File: src/rtl/fetch_decode.sv
// fetch_decode: instruction fetch and decode sequencer.
// It fetches one instruction word from instruction memory, optionally fetches
// a trailing constant word, and then presents the decoded fields to the datapath.
// Optional feature: define FETCH_DECODE_CONST_WORD_EN to enable two-word
// instructions (IR[0]=1 fetches a constant word from program_counter+1).
// Without it, IR[0] is ignored, constant reads 0 and const_c reads 0.
//
// Memory handshake: imem_req is high for the whole FETCH/FETCH_CONST state,
// and imem_addr is held stable while imem_req is high. A word is transferred
// on any rising edge where imem_req and imem_ack are both high. Because the
// state then changes, imem_req drops in the following cycle. imem_ack is
// ignored whenever imem_req is low.
// dbg_state exposes the FSM encoding (IDLE=0, FETCH=1, FETCH_CONST=2,
// ISSUE=3, INC=4).
module fetch_decode (
  input  logic        clk,
  input  logic        rst_n,
  input  logic        run,
  input  logic [31:0] program_counter,
  output logic        imem_req,
  output logic [31:0] imem_addr,
  input  logic        imem_ack,
  input  logic [31:0] imem_rdata,
  output logic [2:0]  op,
  output logic        form,
  output logic [1:0]  vec,
  output logic [3:0]  alu_config,
  output logic [3:0]  A,
  output logic [3:0]  B,
  output logic [3:0]  C,
  output logic [3:0]  D,
  output logic [3:0]  Y1,
  output logic [3:0]  Y2,
  output logic [1:0]  write,
  output logic        const_c,
  output logic        pc_inc,
  output logic [31:0] constant,
  output logic [3:0]  copy_select,
  output logic        busy,
  output logic [2:0]  dbg_state
);

`ifdef FETCH_DECODE_CONST_WORD_EN
  localparam logic CONST_EN = 1'b1;
`else
  localparam logic CONST_EN = 1'b0;
`endif

  typedef enum logic [2:0] {
    S_IDLE        = 3'd0,
    S_FETCH       = 3'd1,
    S_FETCH_CONST = 3'd2,
    S_ISSUE       = 3'd3,
    S_INC         = 3'd4
  } state_e;

  state_e      state_q, state_d;
  logic [31:0] ir_q;
  logic [3:0]  alu_config_q;
  logic [3:0]  copy_select_q;
  logic        ext;
  logic        is_config;

  // ext only has meaning when two-word instructions are enabled
  assign ext       = ir_q[0] & CONST_EN;
  assign is_config = (ir_q[31:29] == 3'b000) && ir_q[28];

  // State register
  always_ff @(posedge clk or negedge rst_n) begin
    if (!rst_n) state_q <= S_IDLE;
    else        state_q <= state_d;
  end

  // Next-state logic; once fetch starts the instruction always completes
  always_comb begin
    state_d = state_q;
    case (state_q)
      S_IDLE:        if (run) state_d = S_FETCH;
      S_FETCH:       if (imem_ack) state_d = (imem_rdata[0] & CONST_EN) ? S_FETCH_CONST : S_ISSUE;
      S_FETCH_CONST: if (imem_ack) state_d = S_ISSUE;
      S_ISSUE:       state_d = ext ? S_INC : (run ? S_FETCH : S_IDLE);
      S_INC:         state_d = run ? S_FETCH : S_IDLE;
      default:       state_d = S_IDLE;
    endcase
  end

  // Outputs decoded from the current state
  always_comb begin
    imem_req  = 1'b0;
    imem_addr = 32'd0;
    write     = 2'b00;
    pc_inc    = 1'b0;
    busy      = (state_q != S_IDLE);
    case (state_q)
      S_FETCH: begin
        imem_req  = 1'b1;
        imem_addr = program_counter;
      end
      S_FETCH_CONST: begin
        imem_req  = 1'b1;
        imem_addr = program_counter + 32'd1;
      end
      S_ISSUE: begin
        pc_inc = 1'b1;
        if (ir_q[31:29] == 3'b000) write = 2'b00;
        else                       write = ir_q[28] ? 2'b11 : 2'b01;
      end
      S_INC:   pc_inc = 1'b1;
      default: ;
    endcase
  end

  // Instruction register, loaded on the instruction-word transfer
  always_ff @(posedge clk or negedge rst_n) begin
    if (!rst_n)                             ir_q <= 32'd0;
    else if (state_q == S_FETCH && imem_ack) ir_q <= imem_rdata;
  end

  // CONFIG instructions update the persistent ALU and copy settings
  always_ff @(posedge clk or negedge rst_n) begin
    if (!rst_n) begin
      alu_config_q  <= 4'd0;
      copy_select_q <= 4'd0;
    end else if (state_q == S_ISSUE && is_config) begin
      alu_config_q  <= ir_q[17:14];
      copy_select_q <= ir_q[13:10];
    end
  end

`ifdef FETCH_DECODE_CONST_WORD_EN
  logic [31:0] constant_q;

  // Constant register, loaded on the constant-word transfer
  always_ff @(posedge clk or negedge rst_n) begin
    if (!rst_n)                                   constant_q <= 32'd0;
    else if (state_q == S_FETCH_CONST && imem_ack) constant_q <= imem_rdata;
  end

  assign constant = constant_q;
`else
  assign constant = 32'd0;
`endif

  assign op          = ir_q[31:29];
  assign form        = ir_q[28];
  assign vec         = ir_q[27:26];
  assign Y1          = ir_q[25:22];
  assign Y2          = ir_q[21:18];
  assign A           = ir_q[17:14];
  assign B           = ir_q[13:10];
  assign C           = ir_q[9:6];
  assign D           = ir_q[5:2];
  assign const_c     = ir_q[1] & CONST_EN;
  assign alu_config  = alu_config_q;
  assign copy_select = copy_select_q;
  assign dbg_state   = state_q;

endmodule

File: config.mk
export PLATFORM = sky130hd
export DESIGN_NAME = fetch_decode
export DESIGN_NICKNAME = d
export VERILOG_FILES = /design/src/rtl/fetch_decode.sv
export SDC_FILE = /design/constraint.sdc
export NUM_CORES = 1
export LEC_CHECK = 0
export BUFFER_PORTS_ARGS = -buffer_cell sky130_fd_sc_hd__buf_2
export CAP_MARGIN = 20
export CORE_ASPECT_RATIO = 1.1
export CORE_MARGIN = 2
export CORE_UTILIZATION = 40
export CTS_BUF_LIST = sky130_fd_sc_hd__clkbuf_2
export DETAILED_ROUTE_END_ITERATION = 16
export PLACE_DENSITY = 0.75
export SYNTH_ARGS = -nofsm -noshare
export SYNTH_HDL_FRONTEND = slang
export SYNTH_SLANG_ARGS = --single-unit
File: constraint.sdc
create_clock -name clk -period 2.2 [get_ports clk]
set_input_delay 0.33 -clock clk [delete_from_list [all_inputs] [get_ports clk]]
set_output_delay 0.33 -clock clk [all_outputs]
set_load 0.1 [all_outputs]
==> results of run 1 <==
## cells in the mapped netlist, types with 2 or more instances
master,number
a41oi_1,2
nand3_2,2
and3_1,5
mux2_2,42
a21oi_1,17
a311oi_1,4
inv_1,12
buf_4,34
o211ai_1,4
and2_1,3
o21ai_0,29
or4_1,3
clkbuf_1,11
and3_2,3
nor3_1,5
nor2_1,9
clkbuf_8,3
ha_1,6
nand3b_1,2
nand4_1,21
nand3_1,17
nor2b_1,3
dfrtp_1,40
nor4_1,2
nand2_1,15
a31oi_1,10
or3_1,5
## state kept, by name (all words and copies together) (netlist names)
register,flops
copy_select,4
alu_config,4
ir_q,30
dbg_state,2
## cells by family after synthesis
kind of cell / count (synthesis) / synth area share [%]
adder cells (fa/ha/maj): 6 / 2.52
buffers and inverters: 64 / 13.7
AND/OR/NAND/NOR: 102 / 20.1
AO/OA/AOI/OAI: 70 / 13.7
flip-flops: 40 / 33.6
other: 1 / 0.126
multiplexers: 43 / 16.2
## final timing paths
check | startpoint | end
max | dbg_state[0] | imem_addr[29]
min | imem_rdata[16] | ir_q[16]
max reg2reg | dbg_state[0] | ir_q[24]
min reg2reg | ir_q[5] | ir_q[5]
max in group asynchronous | rst_n | ir_q[13]
min in group asynchronous | rst_n | dbg_state[1]
## final cells by class
cell class	instances	area, sq um	share of cell area, %
Timing Repair Buffer	216	2010	35.4
Multi-Input combinational cell	255	2420	42.7
Tap cell	85	106	1.88
Clock inverter	3	42.5	0.751
Sequential cell	40	1010	17.8
Inverter	12	60.1	1.06
Clock buffer	5	25.0	0.442
## through the flow
step | TNS, ns | cells | utilization [%] | hold WS, ns
final | -9.13 | 616 | 79.5 | 0.121
after global placement | -0.0630 | 585 | 68.4 | 0.264
after CTS | -7.29 | 608 | 75.1 | 0.115
after global routing | -11.90 | 616 | 79.5 | 0.0786
after detailed placement | -0.147 | 585 | 68.4 | 0.273
after floorplan | -15.98 | 359 | - | 0.0344
## what timing repair did
item | 4_1_cts | 5_1_grt
resized for setup | 70 | 48
hold buffers | 1 | 0
endpoints found under the setup margin | 33 | 35
gates cloned | 3 | 3
buffers inserted | 13 | 7
pin swaps | 13 | 21
endpoints found under the hold margin | 15 | 0
## metal layers
metal	vias up	share of wire, %
met3	43	8.2
met4	0	3.4
met1	1685	35
li1	1551	-
met2	209	53
met5	-	0
==> flow_summary.ini, run 1 <==
[status]
status = finished, violations left
failed_checks = setup timing

[clock_network]
cts-root-buf = clkbuf_2
htreeDepth = 2
cts_made_buffers = 5
cts_tree = yes
path_clk_slew_ns = 0.22
cts_sinks = 40
clockBufferDepth = 2
clkLatencyLatePin_ns = 0.41

[timing]
rsz0062_at_grt = yes
period_minus_slack_ns = 2.60
final_hold_viol_count = 0
max_freq_ghz = 0.385
drv_slew = 0
min_period_over_period_pct = 118
finalSetupViolations = 32
timing.final.ws_setup_ns = -0.396
skew_ns = 0.0281

[grt]
grt_pass1_vias = 3553
use_met1_pct = 28.0
grt_antenna_before_repair = 0
busiest_layer = met2
grt_pass1_wl_um = 16700
grt_max_degree = 31
grt_use_met3_pct = 5.68
overflow = 0
grt_usage_pct = 25.8
met2_usage_pct = 47.9

[critical_path]
crit_family = buffers and inverters
ff2ff_setup_slack_ns = 0.29
rr_worst_depth = 7
crit_chain = inv_4 > ha_4 > buf_6 > and2_4 > bufbuf_16 > o211ai_1 > nand3_4 > buf_12
critical_path_class = register to primary output
crit_buf_inv = 4
cp.depth = 8
cp_data_arrival_time_ns = 2.27
worstSetupEndpointType = primary output
crit_fanout = 4
slowest_stage = dfrtp_4
start_kind = register
max_stage_delay_ns = 0.54
crit_required_ns = 1.87

[floorplan]
pin_count = 179
initial_core_util_pct = 41.7
rows = 32
die_w_um = 86.2
fp.dieArea_sq_um = 8140
die_h_um = 94.5
coreArea_sq_um = 7130

[routing]
via_count = 3488
drtPass1Iterations = 5
post_drt_wl_per_cell_um = 18.9
drc_errors = 0
viasPerCell = 5.66
dr.first_iter.drc_count = 174
antenna_left = 0
wl_um = 11600

[finish]
final_area_sq_um = 5670
fin_nets = 604
area_delta_synth_final_pct = 90.5
fillers = 415
final_common_cell = buf_2
layout_common_cells = buf_2 (107), buf_4 (55), buf_12 (41)
drive_above_1_share_pct = 68.2
antenna_cells = 0

[placed_design]
post_dp_cell_area_sq_um = 4880
hpwlAfterDp_um = 7620
portBuffers = 142
dp_slack_ns = -0.0715
gp_congestion = 0.863

[synthesis]
yosysUniqueCellTypes = 44
synth-seq-area-share_pct = 33.6
synth_edf_count = 0
synthArstFlopShare_pct = 100
synth_warnings = 0
synth-seq-cells = 40
netlist_top_cells_area = dfrtp_1 (34%), mux2_2 (16%), buf_4 (8.6%)
syn-instance-count = 326
avgSynthCellArea_sq_um = 9.13
yosys.area.top_type = dfrtp_1
synth.top_cell.area_share_pct = 33.6
syn_area_sq_um = 2980
synthFlopType = dfrtp_1

[worst_hold_path]
holdPathStages = 2
hold_path_class = input port to register

[job]
cap_violations = 0
Power of run 1 is left out: the tool's default activity adds up to more than one toggle a clock period on the data nets, which glitch-free logic cannot reach.
==> run 2, diff against run 1 <==
Settings changed: RECOVER_POWER from default to 50.
==> run 2 against run 1 <==
The run still ends with setup timing left. Highest routed layer unchanged. Die area stayed put. First-iteration DRC count is 8.0% lower. Register-to-register slack hardly changed. Final area is 0.22% lower. Fmax hardly changed.
==> flow_summary.ini, run 2 (same netlist as run 1, synthesis figures left out) <==
[floorplan]
rows = 32
coreArea_sq_um = 7130
fp.dieArea_sq_um = 8140
pin_count = 179
initial_core_util_pct = 41.7
die_h_um = 94.5
die_w_um = 86.2

[placed_design]
dp.cells = 585
gp_congestion = 0.863
hpwlAfterDp_um = 7620
portBuffers = 142

[finish]
seqCellArea_sq_um = 1010
fillers = 418
fin_util_pct = 79.4
regMostFlops = ir_q
layout_common_cells = buf_2 (85), buf_4 (52), buf_12 (41)
area_delta_synth_final_pct = 90.1
largest_reg_flops = 30
drive_above_1_share_pct = 67.4
fin_nets = 604
multi_input_area_sq_um = 2420
fin_cells = 616
final_common_cell = buf_2
antenna_cells = 0

[clock_network]
cts_made_buffers = 5
cts_sinks = 40
clockBufferDepth = 2
cts-root-buf = clkbuf_2
cts_tree = yes
htreeDepth = 2
path_clk_slew_ns = 0.22
clkLatencyLatePin_ns = 0.42

[grt]
grt_usage_pct = 25.8
overflow = 0
grt_pass1_vias = 3553
grt_antenna_before_repair = 0
grt_max_degree = 31
grt_pass1_wl_um = 16700

[timing]
final_hold_viol_count = 0
drv_slew = 0
rsz0062_at_grt = yes
skew_ns = 0.0287
max_freq_ghz = 0.385
period_minus_slack_ns = 2.60
worst_slew_pin_slew_ns = 0.935
timing.final.ws_setup_ns = -0.398
finalSetupViolations = 32
min_period_over_period_pct = 118
slew_headroom_pct = 37.7

[routing]
antenna_left = 0
drtPass1Iterations = 5
dr.first_iter.drc_count = 160
viasPerCell = 5.63
post_drt_wl_per_cell_um = 18.9
via_count = 3466
drc_errors = 0
wl_um = 11700

[status]
status = finished, violations left
failed_checks = setup timing

[critical_path]
cp_data_arrival_time_ns = 2.27
critical_path_class = register to primary output
start_kind = register
crit_required_ns = 1.87
worstSetupEndpointType = primary output
crit_fanout = 4

[worst_hold_path]
hold_path_class = input port to register

[job]
cap_violations = 0
==> run 2: cell count changes in the layout (fill, tap and decap cells not counted), sizes merged <==
cell,delta
buf,-25
clkbuf,+25
==> run 2: final cells by class <==
class,instances,share of cell area [%]
clock buffers,5,0.442
clock inverters,3,0.752
inverters,12,1.06
multi-input cells,255,42.8
flip-flops and latches,40,17.8
well taps,85,1.88
repair buffers,216,35.3
==> run 2: repair_timing <==
action | CTS | global route
buffers inserted | 13 | 7
gates resized for setup | 70 | 48
endpoints found under the setup margin | 33 | 35
endpoints found under the hold margin | 15 | 0
pin swaps | 13 | 21
cloned | 3 | 3
hold buffers | 1 | 0
==> run 2: stage by stage <==
| stage | cell area [sq um] | setup WS, ns | TNS [ns] | hold WS, ns |
|---|---|---|---|---|
| floorplan | 3530 | -0.921 | -15.98 | 0.0344 |
| global placement | 4880 | -0.0453 | -0.0630 | 0.264 |
| detailed placement | 4880 | -0.0715 | -0.147 | 0.273 |
| CTS | 5350 | -0.329 | -7.29 | 0.115 |
| global route | 5660 | -0.470 | -11.93 | 0.0786 |
| finish | 5660 | -0.398 | -9.34 | 0.117 |
==> run 2: worst max-delay path, stage by stage, from the launching register on <==
cell and delay (ns):
dfrtp_4 0.54, inv_4 0.09, ha_4 0.22, buf_6 0.12
and2_4 0.17, bufbuf_16 0.28, o211ai_1 0.14, nand3_4 0.11
buf_12 0.18
==> run 2: path summary, 6_finish.rpt <==
path	start	end	slack, ns	cells after the start
max reg2reg	dbg_state[0]	ir_q[24]	0.29	7
max in group asynchronous	rst_n	ir_q[13]	0.48	3
min in group asynchronous	rst_n	dbg_state[1]	0.56	2
min	imem_rdata[16]	ir_q[16]	0.12	2
min reg2reg	copy_select[2]	copy_select[2]	0.54	1
max	dbg_state[0]	imem_addr[29]	-0.40	8
==> run 2: routing by layer <==
layer / share of wire, % / wire length, um / global-route usage, %
met2: 53 / 6230 / 47.9
met1: 36 / 4190 / 28.0
met3: 7.5 / 873 / 5.68
met4: 3.2 / 374 / 10.9
met5: 0 / 0 / 0
Power of run 2 is left out for the same reason.
